`src/rtl/s1_wb_decoder.sv`:
```
// ============================================================================
// Module      : s1_wb_decoder
// Description : Wishbone address decoder / response mux, S1 core -> ROM/RAM.
//               Unmapped or hung accesses get a one-cycle error ack.
//               Optional statistics counters: S1_WB_DECODER_STATS_EN.
// Revision    : 1.0 - initial release
// ============================================================================
`default_nettype none

module s1_wb_decoder #(
   parameter int                  ADDR_W   = 40,
   parameter int                  DATA_W   = 64,
   parameter logic [ADDR_W-13:0]  ROM_BASE = 28'hFFF0000,
   parameter logic [ADDR_W-17:0]  RAM_BASE = 24'h000004,
   parameter int                  TIMEOUT  = 16,
   parameter logic [DATA_W-1:0]   ERR_DATA = 64'h0100000001000000
) (
   input  logic              sys_clock_i,
   input  logic              sys_reset_i,
   input  logic              wbs_cycle_i,
   input  logic              wbs_strobe_i,
   input  logic [ADDR_W-1:0] wbs_addr_i,
   output logic [DATA_W-1:0] wbs_data_o,
   output logic              wbs_ack_o,
   output logic              wbs_err_o,
   output logic              rom_cycle_o,
   output logic              rom_strobe_o,
   input  logic [DATA_W-1:0] rom_data_i,
   input  logic              rom_ack_i,
   output logic              ram_cycle_o,
   output logic              ram_strobe_o,
   input  logic [DATA_W-1:0] ram_data_i,
   input  logic              ram_ack_i
`ifdef S1_WB_DECODER_STATS_EN
   ,
   output logic [31:0]       stat_xfer_o,
   output logic [15:0]       stat_err_o
`endif
);

   localparam int c_TW = (TIMEOUT > 2) ? $clog2(TIMEOUT) : 1;
   // Last BUSY cycle is the one in which the timer holds TIMEOUT-2.
   localparam logic [c_TW-1:0] c_TLAST = c_TW'(TIMEOUT - 2);

   typedef enum logic [1:0] {
      S_IDLE = 2'd0,
      S_BUSY = 2'd1,
      S_ERR  = 2'd2
   } state_t;

   typedef enum logic [1:0] {
      SEL_NONE = 2'd0,
      SEL_ROM  = 2'd1,
      SEL_RAM  = 2'd2
   } sel_t;

   state_t          state_q, state_d;
   sel_t            sel_q, sel_d;
   logic [c_TW-1:0] timer_q, timer_d;

   logic w_rom_hit;
   logic w_ram_hit;
   logic w_slv_ack;
   logic w_unused;

   assign w_rom_hit = (wbs_addr_i[ADDR_W-1:12] == ROM_BASE);
   assign w_ram_hit = (wbs_addr_i[ADDR_W-1:16] == RAM_BASE);
   assign w_unused  = ^wbs_addr_i[11:0];

   always_ff @(posedge sys_clock_i) begin
      if (sys_reset_i) begin
         state_q <= S_IDLE;
         sel_q   <= SEL_NONE;
         timer_q <= '0;
      end else begin
         state_q <= state_d;
         sel_q   <= sel_d;
         timer_q <= timer_d;
      end
   end

   always_comb begin
      state_d      = state_q;
      sel_d        = sel_q;
      timer_d      = timer_q;
      w_slv_ack    = 1'b0;
      wbs_data_o   = '0;
      wbs_ack_o    = 1'b0;
      wbs_err_o    = 1'b0;
      rom_cycle_o  = 1'b0;
      rom_strobe_o = 1'b0;
      ram_cycle_o  = 1'b0;
      ram_strobe_o = 1'b0;

      case (state_q)
         S_IDLE: begin
            if (wbs_cycle_i && wbs_strobe_i) begin
               timer_d = '0;
               // ROM wins an overlapping match.
               if (w_rom_hit) begin
                  sel_d   = SEL_ROM;
                  state_d = S_BUSY;
               end else if (w_ram_hit) begin
                  sel_d   = SEL_RAM;
                  state_d = S_BUSY;
               end else begin
                  sel_d   = SEL_NONE;
                  state_d = S_ERR;
               end
            end
         end

         S_BUSY: begin
            if (!wbs_cycle_i) begin
               state_d = S_IDLE;
            end else begin
               case (sel_q)
                  SEL_ROM: begin
                     rom_cycle_o  = wbs_cycle_i;
                     rom_strobe_o = wbs_strobe_i;
                     w_slv_ack    = rom_ack_i;
                     wbs_data_o   = rom_data_i;
                  end
                  SEL_RAM: begin
                     ram_cycle_o  = wbs_cycle_i;
                     ram_strobe_o = wbs_strobe_i;
                     w_slv_ack    = ram_ack_i;
                     wbs_data_o   = ram_data_i;
                  end
                  default: w_slv_ack = 1'b0;
               endcase
               wbs_ack_o = w_slv_ack;
               if (w_slv_ack) begin
                  state_d = S_IDLE;
               end else if (timer_q == c_TLAST) begin
                  state_d = S_ERR;
               end else begin
                  timer_d = timer_q + 1'b1;
               end
            end
         end

         S_ERR: begin
            state_d = S_IDLE;
            if (wbs_cycle_i) begin
               wbs_ack_o  = 1'b1;
               wbs_err_o  = 1'b1;
               wbs_data_o = ERR_DATA;
            end
         end

         default: state_d = S_IDLE;
      endcase
   end

`ifdef S1_WB_DECODER_STATS_EN
   logic [31:0] stat_xfer_q;
   logic [15:0] stat_err_q;

   always_ff @(posedge sys_clock_i) begin
      if (sys_reset_i) begin
         stat_xfer_q <= '0;
         stat_err_q  <= '0;
      end else begin
         if ((state_q == S_BUSY) && wbs_ack_o && (stat_xfer_q != '1)) begin
            stat_xfer_q <= stat_xfer_q + 32'd1;
         end
         if ((state_q == S_ERR) && wbs_ack_o && (stat_err_q != '1)) begin
            stat_err_q <= stat_err_q + 16'd1;
         end
      end
   end

   assign stat_xfer_o = stat_xfer_q;
   assign stat_err_o  = stat_err_q;
`endif

endmodule

`default_nettype wire

```
`config.mk`:
```
export PLATFORM = sky130hd
export DESIGN_NAME = s1_wb_decoder
export DESIGN_NICKNAME = d
export VERILOG_FILES = /design/src/rtl/s1_wb_decoder.sv
export SDC_FILE = /design/constraint.sdc
export NUM_CORES = 1
export LEC_CHECK = 0
export CORE_AREA = 8 8 89 91
export DETAILED_ROUTE_END_ITERATION = 6
export DIE_AREA = 0 0 97 99
export DONT_BUFFER_PORTS = 1
export MAX_ROUTING_LAYER = met4
export PLACE_DENSITY = 0.37
export SYNTH_ARGS = -nofsm -noshare
export SYNTH_HDL_FRONTEND = slang
export SYNTH_SLANG_ARGS = --single-unit
```
`constraint.sdc`:
```
create_clock -name sys_clock_i -period 2.8 [get_ports sys_clock_i]
set_input_delay 0.56 -clock sys_clock_i [delete_from_list [all_inputs] [get_ports sys_clock_i]]
set_output_delay 0.56 -clock sys_clock_i [all_outputs]
set_load 0.02 [all_outputs]
```
; Word-level counts from Yosys, hierarchy flattened
; Index checks and enable logic that the tools add are counted.
[classes]
muxes = 37
n_reduce_logical = 6
eq_ne = 12
add_sub_neg = 1
[ops]
columns = op, n
row1 = $pmux W64 S2, 2
row2 = $mux W64, 1
row3 = $mux W57, 1
row4 = $eq A28 B28 Y1 const B, 1
row5 = $eq A24 B3 Y1 const B, 1
row6 = $mux W1, 17
row7 = $mux W2, 8
row8 = $mux W4, 4
row9 = $ne A2 B2 Y1 const B, 4
row10 = $pmux W4 S2, 1
row11 = $reduce_and A5 Y1, 1
row12 = $add A4 B1 Y4 const B, 1
row13 = $eq A2 B1 Y1 const B, 2
row14 = $eq A2 B2 Y1 const B, 2
row15 = $eq A4 B4 Y1 const B, 1
row16 = $ne A4 B4 Y1 const B, 1
row17 = $pmux W1 S2, 2
row18 = $pmux W2 S2, 1
row19 = $reduce_and A2 Y1, 2
row20 = $logic_not A2 Y1, 1
row21 = $reduce_bool A2 Y1, 1
row22 = $logic_and A1 B1 Y1, 1
[totals]
inputBits = 174
register_bits = 8
elab_cells = 59
output_inout_bits = 70

; Logic depth before layout (Yosys ltp)
; Gate-level depths: netlist of the first run.
[depth]
ltp_word = 7
ltp_mapped = 8
depth_no_buf = 6

; Worst setup path after synthesis of the first run
; No wires, ideal clock.
[synth_timing]
kind = input to output
startpoint = in wbs_cycle_i
endpoint = out wbs_data_o[0]
cell_stages = 6
t_arrival_ns = 1.657
required_time_ns = 2.240
path_buffers = 2
slack_ns = 0.583
path_cell_list = clkbuf_1 -> nand2_1 -> nor2_1 -> nand2_1 -> clkbuf_1 -> nor2_1
[synth_via]
elab_chain_cells = 2
[synth_lines]
columns = element, line_no
row1 = start: declaration, 20  ; input logic wbs_cycle_i,
row2 = $mux W64, 114  ; if (!wbs_cycle_i) begin
row3 = $pmux W64 S2, 95  ; case (state_q)
row4 = end: declaration, 23  ; output logic [DATA_W-1:0] wbs_data_o,
; Every way passes these cells.

; Worst setup path after layout of the first run
[layout_timing]
startpoint = reg state_q[0]
endpoint = out wbs_data_o[40]
[layout_via]
elab_chain_cells = 2
elab_cells_between_ends = 3
classes_between = eq/ne: 2 / mux: 1
[layout_lines]
columns = element, line_no
row1 = start: declaration, 57  ; state_t state_q, state_d;
row2 = start signal: assignment, 76  ; state_q <= state_d;
row3 = $eq A2 B2 Y1 / $eq A2 B1 Y1 (equally long branches), 95
row4 = $pmux W64 S2 (*), 95
; Mark *: on every way between the ends. The rest lies on a longest branch, timed or not.

==> results of run 1 <==
[cells in the final DEF, fill, tap and decap left out, types with 2 or more instances in the layout]
master,n
o21ai_0,6
nand2_1,7
nor2_1,67
o31ai_1,2
ha_2,2
nand3_1,4
or4_1,3
nand4_1,4
nor4_1,3
nor3_1,3
and2_1,4
and3_1,3
a22oi_1,65
clkbuf_8,3
buf_4,11
dfxtp_1,8
inv_1,8
ha_1,5
or3_1,4
a21oi_1,7
[per-stage QoR]
| stage | hold slack, ns | instance area (µm²) | total power, mW |
|---|---|---|---|
| global route | 0.391 | 1630 | 0.342 |
| global placement | 0.468 | 1590 | 0.182 |
| detailed placement | 0.478 | 1590 | 0.183 |
| CTS | 0.394 | 1630 | 0.327 |
| finish | 0.395 | 1630 | 0.323 |
| floorplan | 0.443 | 1480 | 0.169 |
[worst max-delay path: cells and delay by family (launching register included)]
family | cells | cell delay (ns)
adder cells (fa/ha/maj) | 1 | 0.34
AND/OR/NAND/NOR | 4 | 0.76
buffers and inverters | 1 | 0.23
flip-flops | 1 | 0.37
[kinds of logic after synthesis]
kind of cell    count (synthesis)  share of synthesized area [%]
buf+inv                        30                           7.61
simple gates                  107                           32.6
mux                             1                          0.761
fa+ha+maj                       7                           5.92
flops                           8                           10.8
compound gates                 87                           42.3
[area by class of cell]
class                   count  area (µm²)
fillers                   750        4940
multi-input cells         202        1210
flip-flops and latches      8         160
well taps                  80         100
repair buffers             11        82.6
clock buffers               3        41.3
inverters                   8        30.0
[registers in the layout (all words and copies together), names as in the netlist]
signal and flops:
timer_q 4, sel_q 2, state_q 2
[power groups by stage]
stage	Clock (mW)	Combinational, mW	Sequential, mW
after detailed placement	0	0.0566	0.126
after floorplan	0	0.0445	0.125
after CTS	0.146	0.0570	0.124
after global routing	0.153	0.0651	0.124
final	0.143	0.0561	0.124
after global placement	0	0.0559	0.126
[routing by layer]
layer / track usage [%] / wire length, µm / vias up
met2: 22.9 / 3660 / 132
met1: 14.8 / 2940 / 877
met4: 1.07 / 32 / 0
li1: - / - / 880
met5: - / 0 / -
met3: 4.34 / 638 / 4
[worst min-delay path by stage]
| stage | start | to | slack (ns) |
|---|---|---|---|
| CTS | sys_reset_i | sel_q[0]$_SDFFE_PP0P_ | 0.39 |
| global placement | sel_q[1]$_SDFFE_PP0P_ | sel_q[1]$_SDFFE_PP0P_ | 0.47 |
| floorplan | sel_q[0]$_SDFFE_PP0P_ | sel_q[0]$_SDFFE_PP0P_ | 0.44 |
| global route | sys_reset_i | sel_q[0]$_SDFFE_PP0P_ | 0.39 |
| detailed placement | sel_q[1]$_SDFFE_PP0P_ | sel_q[1]$_SDFFE_PP0P_ | 0.48 |
| finish | sys_reset_i | sel_q[0]$_SDFFE_PP0P_ | 0.40 |
==> out/results.md, run 1 <==
### Run status
• completed — run status

### GRT
• 10600 µm — wire length of the first global-routing pass
• 13.1% — total routing usage reported by global routing
• 38 — largest net degree at the start of global routing
• 1927 — vias in the first global route
• 0 — antenna violations before repair
• 0 — final global-route overflow total

### Job
• 0 — Max Cap Viol

### Clock network
• 2 — Max Root-Sink Buffers
• 0 — Post-CTS Hold Fix Bufs
• 8 — Sink Count
• 0 — setup repair bufs after CTS
• 3 — number of buffers created by CTS
• 0 — PostCTS Resize Cnt
• 1 — H-tree lvl count
• 0.04 ns — clock input transition at the sequential cells of the worst setup and hold paths
• yes — CTS tree
• 0.23 ns — clock latency on the worst-skew pair
• clkbuf_8 — clock tree root buffer cell

### Power
• 0.215 mV — maximum resistive drop on vdd
• 0.0868 mW — switching power
• 17.4% — combinational fraction of design power
• 0.236 mW — internal power contribution
• 0.346 nW — Leak
• 199 nW/µm² — power density relative to cell area
• 26.9% — fraction of power spent switching nets
• 44.3% — fraction of power consumed by the clock network
• 38.4% — sequential group share of total power

### Synth
• 0 — number of synthesized flops with an enable pin
• 10.8% — sequential element share of the synthesized area
• 421 — net count of the mapped netlist
• nor2_1 (67), a22oi_1 (65), clkbuf_1 (22) — most common library cells after synthesis
• 30 — count of unique library cells instantiated by Yosys
• a22oi_1 (33%), nor2_1 (17%), dfxtp_1 (11%) — largest cells by area after synthesis
• nor2_1 — most numerous cell in the Yosys netlist
• dfxtp_1 — primary flip-flop cell chosen by synthesis mapping
• 6.16 µm² — mean instance size in the synthesized netlist
• 0% — async set or reset register ratio after synthesis
• 0 — total of warnings raised by yosys
• 1480 µm² — summed instance area of the synthesized netlist
• 8 — synthesis-stage register bit count
• 33.0% — Synth top area share
• a22oi_1 — area leader, netlist
• 240 — Post-Synthesis Cells

### Critical path
• state_q[0]$_SDFFE_PP0P_ — worst setup path start
• primary output — critical path endpoint category
• flop to primary output — Worst Setup Path Type
• 36 — Crit Path Max Fanout
• wbs_data_o[40] — Worst setup endpoint
• 0.40 ns — Max stage delay on crit path
• 1.95 ns — critical path data arrival time
• nor2_1 — master of the slowest instance on the critical path
• sel_q[0]$_SDFFE_PP0P_ — critical register-to-register path startpoint
• 0.84 ns — register-to-register setup slack
• 6 — length in cells of the worst reg-to-reg path
• 2.24 ns — Crit path required time
• flop — kind of start point of the critical path
• ha_1 -> nand2_1 -> nor2_1 -> nand2_2 -> buf_4 -> nor2_1 — cells along the critical path
• timer_q[3]$_SDFFE_PP0P_ — Reg-to-Reg End
• nor2_1 — cell with the most instances on the worst path

### Drt
• 7260 µm — total wire length after detailed routing
• 0 — Residual DRC
• 23.3 µm — WL/cell
• 6.07 — Vias/cell
• 96 — drt first-iter violations
• 0 — antenna violation net count after detailed routing
• 4 — number of search-and-repair iterations in the first detailed-routing pass
• 1893 — number of vias in the routed layout

### Timing
• 89.7% — portion of the clock cycle consumed by the worst path in the final layout
• 0.289 ns — post-route worst setup slack
• 0.577 ns — transition time at the pin with the least slew margin
• 0 ns — total negative slack for setup checks
• 0 — Max Slew Vio Count
• 0 — setup-violating endpoint count in the final report
• 2.51 ns — post-layout min period
• 0.398 GHz — Peak Freq
• 0.00444 ns — worst-case clock skew
• 0 — final hold violation count
• 61.1% — worst max-slew margin expressed relative to the limit
• false — setup repair after global routing missed its margin

### Worst hold path
• primary input to flop — path type of the worst min-delay path
• 1 — hold path cells

### Die
• 22.5% — Initial Util
• 99 µm — Die Y
• 97 µm — Horiz. Die Dim
• 6570 µm² — Placeable Area
• 244 — top-level I/O count
• 9600 µm² — Die Outline Area
• 30 — count of standard-cell rows

### Final layout
• 10.1% — area delta synth->final
• 24.8% — final standard cell utilization of the core
• 8.19% — share of cells above drive strength 1
• 312 — final instance count without filler cells
• 415 — final net count
• 0 — ANT cells

### Placement
• 6170 µm — detailed-placement wirelength estimate
• 0.747 — last weighted congestion value of the routability-driven placer
• 0 — port bufs
• 309 — number of placed instances, taps included
• 0.503 ns — Setup Slack @ Placement

No activity file was read; power rests on OpenSTA's default activity.
==> run 2: changes to the inputs <==
--- a/config.mk
+++ b/config.mk
@@ -11,6 +11,8 @@
 export DONT_BUFFER_PORTS = 1
 export MAX_ROUTING_LAYER = met4
 export PLACE_DENSITY = 0.37
+export SETUP_SLACK_MARGIN = 0.4
 export SYNTH_ARGS = -nofsm -noshare
 export SYNTH_HDL_FRONTEND = slang
 export SYNTH_SLANG_ARGS = --single-unit
+export TNS_END_PERCENT = 50
==> run 2 against run 1 <==
Against the previous run: clock skew down 0.00053 ns; final cell count unchanged; combinational power up 2%; design area is 8.2% higher; register-to-register slack is essentially flat; utilization increased by 2.0 points; clock power about the same; worst hold slack is essentially flat; power up 0.21%; maximum frequency is 7.5% higher; via count is 0.16% higher; critical path type unchanged; largest power group unchanged; highest routed layer unchanged.
==> out/results.md, run 2 (synthesis gave the netlist of run 1 again) <==
### Critical path
• 6 — length in cells of the worst reg-to-reg path, unchanged
• 0.37 ns — Max stage delay on crit path, -0.03 ns
• nor2_1 — cell with the most instances on the worst path
• flop — kind of start point of the critical path
• sel_q[0]$_SDFFE_PP0P_ — critical register-to-register path startpoint
• 2.24 ns — Crit path required time, about the same
• 1.78 ns — critical path data arrival time, -0.17 ns
• inv_1 -> ha_2 -> nor2_1 -> nand2_2 -> buf_6 -> nor2_1 — cells along the critical path
• 28 — Crit Path Max Fanout, -22%
• flop to primary output — Worst Setup Path Type
• nor2_1 — master of the slowest instance on the critical path
• timer_q[3]$_SDFFE_PP0P_ — Reg-to-Reg End
• primary output — critical path endpoint category
• 0.85 ns — register-to-register setup slack, about the same

### Timing
• 0.00391 ns — worst-case clock skew, -0.000527 ns
• 2.34 ns — post-layout min period, -0.176 ns
• 0 — setup-violating endpoint count in the final report, unchanged
• 0.465 ns — post-route worst setup slack, +0.176 ns
• 83.4% — portion of the clock cycle consumed by the worst path in the final layout, -6.3 points
• 0 ns — total negative slack for setup checks, unchanged
• 0 — final hold violation count, unchanged
• 0.428 GHz — Peak Freq, +7.5%
• 61.1% — worst max-slew margin expressed relative to the limit, about the same
• 0 — Max Slew Vio Count, unchanged
• true — setup repair after global routing missed its margin
• 0.577 ns — transition time at the pin with the least slew margin, -0.000541 ns

### Die
• 9600 µm² — Die Outline Area, unchanged
• 99 µm — Die Y, unchanged
• 244 — top-level I/O count, unchanged
• 22.5% — Initial Util, unchanged
• 30 — count of standard-cell rows, unchanged
• 6570 µm² — Placeable Area, unchanged
• 97 µm — Horiz. Die Dim, unchanged

### Final layout
• a22oi_1 — most common cell after layout, fill and taps aside
• 312 — final instance count without filler cells, unchanged
• 1330 µm² — area used by multi-input combinational logic, +9.6%
• 0 — ANT cells, unchanged
• timer_q: 4 flops, sel_q: 2 flops, state_q: 2 flops — registers with the highest flip-flop counts
• 4 — number of flip-flops in the largest register, unchanged
• 19.1% — area delta synth->final
• a22oi_1 (65), nor2_2 (40), nor2_1 (27), buf_4 (9), inv_1 (8) — most used cells in the layout excluding fill and tap cells
• 415 — final net count, unchanged
• 26.7% — share of cells above drive strength 1, +19 points
• timer_q — Top reg by flops
• 744 — final-layout fill cell count, -0.80%
• 161 µm² — register area, +0.78%

### Job
• 0 — Max Cap Viol, unchanged

### Clock network
• 0.04 ns — clock input transition at the sequential cells of the worst setup and hold paths, about the same
• 0 — Post-CTS Hold Fix Bufs, unchanged
• 3 — number of buffers created by CTS, unchanged
• yes — CTS tree
• clkbuf_8 — clock tree root buffer cell
• 2 — Max Root-Sink Buffers, unchanged
• 32 — PostCTS Resize Cnt, +32
• 8 — Sink Count, unchanged
• 0 — setup repair bufs after CTS, unchanged
• 1 — H-tree lvl count, unchanged
• 0.23 ns — clock latency on the worst-skew pair, about the same

### Worst hold path
• primary input to flop — path type of the worst min-delay path
• 1 — hold path cells, unchanged
• sys_reset_i — startpoint of the worst hold path
• sel_q[0]$_SDFFE_PP0P_ — endpoint of the worst hold-timing path

### Drt
• 1896 — number of vias in the routed layout, +0.16%
• 7360 µm — total wire length after detailed routing, +1.4%
• 6.08 — Vias/cell, +0.16%
• 23.6 µm — WL/cell, +1.4%
• 0 — antenna violation net count after detailed routing, unchanged
• 0 — Residual DRC, unchanged
• 4 — number of search-and-repair iterations in the first detailed-routing pass, unchanged
• 87 — drt first-iter violations, -9.4%

### Power
• 0.353 nW — Leak, +2.0%
• 0.324 mW — Final Total Pwr, +0.21%
• 0.214 mV — maximum resistive drop on vdd, -0.41%
• 184 nW/µm² — power density relative to cell area, -7.4%

### Placement
• 6170 µm — detailed-placement wirelength estimate, unchanged
• 309 — number of placed instances, taps included, unchanged
• 0.503 ns — Setup Slack @ Placement, unchanged
• 0 — port bufs, unchanged
• 0.747 — last weighted congestion value of the routability-driven placer, unchanged

### GRT
• 38 — largest net degree at the start of global routing, unchanged
• 10700 µm — wire length of the first global-routing pass, +1.2%
• 0 — antenna violations before repair, unchanged
• 1937 — vias in the first global route, +0.52%
• 0 — final global-route overflow total, unchanged
• 13.3% — total routing usage reported by global routing, +0.20 points

### Run status
• completed — run status

==> run 2: cell types whose count changed in the layout (fill, tap and decap cells not counted) <==
cell,previous run,this run
dfxtp_2,0,1
buf_4,11,9
o21ai_1,0,2
dfxtp_1,8,7
o21ai_2,0,1
buf_6,0,1
ha_1,5,4
o21ai_0,6,3
nor2_2,0,40
ha_4,0,1
buf_12,0,1
nor2_1,67,27
==> run 2: final cells by class <==
cell class / instances / share of cell area [%]
Inverter: 8 / 1.70
Timing Repair Buffer: 11 / 5.61
Clock buffer: 3 / 2.34
Multi-Input combinational cell: 202 / 75.5
Sequential cell: 8 / 9.16
Tap cell: 80 / 5.68
==> run 2: per-layer routing <==
metal,wire length [µm],GRT usage (%),vias to the layer above
met3,646,4.62,4
met4,31,1.07,0
li1,-,-,880
met2,3790,22.9,130
met5,0,-,-
met1,2890,15.1,882
==> run 2: worst max path at each step <==
stage	startpoint	end	slack (ns)	cells past startpoint
3_3_place_gp	state_q[0]$_SDFFE_PP0P_	wbs_data_o[33]	0.51	6
2_1_floorplan	wbs_cycle_i	wbs_data_o[0]	0.58	6
6_report	sel_q[0]$_SDFFE_PP0P_	wbs_data_o[53]	0.46	6
5_1_grt	sel_q[0]$_SDFFE_PP0P_	wbs_data_o[2]	0.37	6
4_1_cts	sel_q[0]$_SDFFE_PP0P_	wbs_data_o[56]	0.41	7
3_5_place_dp	state_q[0]$_SDFFE_PP0P_	wbs_data_o[33]	0.50	6
==> run 2: report_power, final <==
part           leakage, nW  internal, mW  switching, mW
logic                0.266        0.0238         0.0332
registers           0.0654         0.119        0.00471
clock network       0.0216        0.0935         0.0494
total                0.353         0.237         0.0873
==> run 2: metrics by stage <==
stage | hold WS, ns | utilization [%] | area, µm²
2_1_floorplan | 0.443 | - | 1480
3_3_place_gp | 0.468 | 24.2 | 1590
3_5_place_dp | 0.478 | 24.2 | 1590
4_1_cts | 0.394 | 26.1 | 1720
5_1_grt | 0.391 | 26.8 | 1760
6_report | 0.395 | 26.8 | 1760
==> run 2: critical path, delay by kind of cell, from the launching register on <==
kind / cells / cell delay, ns
flip-flops: 1 / 0.36
buffers and inverters: 2 / 0.25
AND/OR/NAND/NOR: 3 / 0.61
adder cells (fa/ha/maj): 1 / 0.33
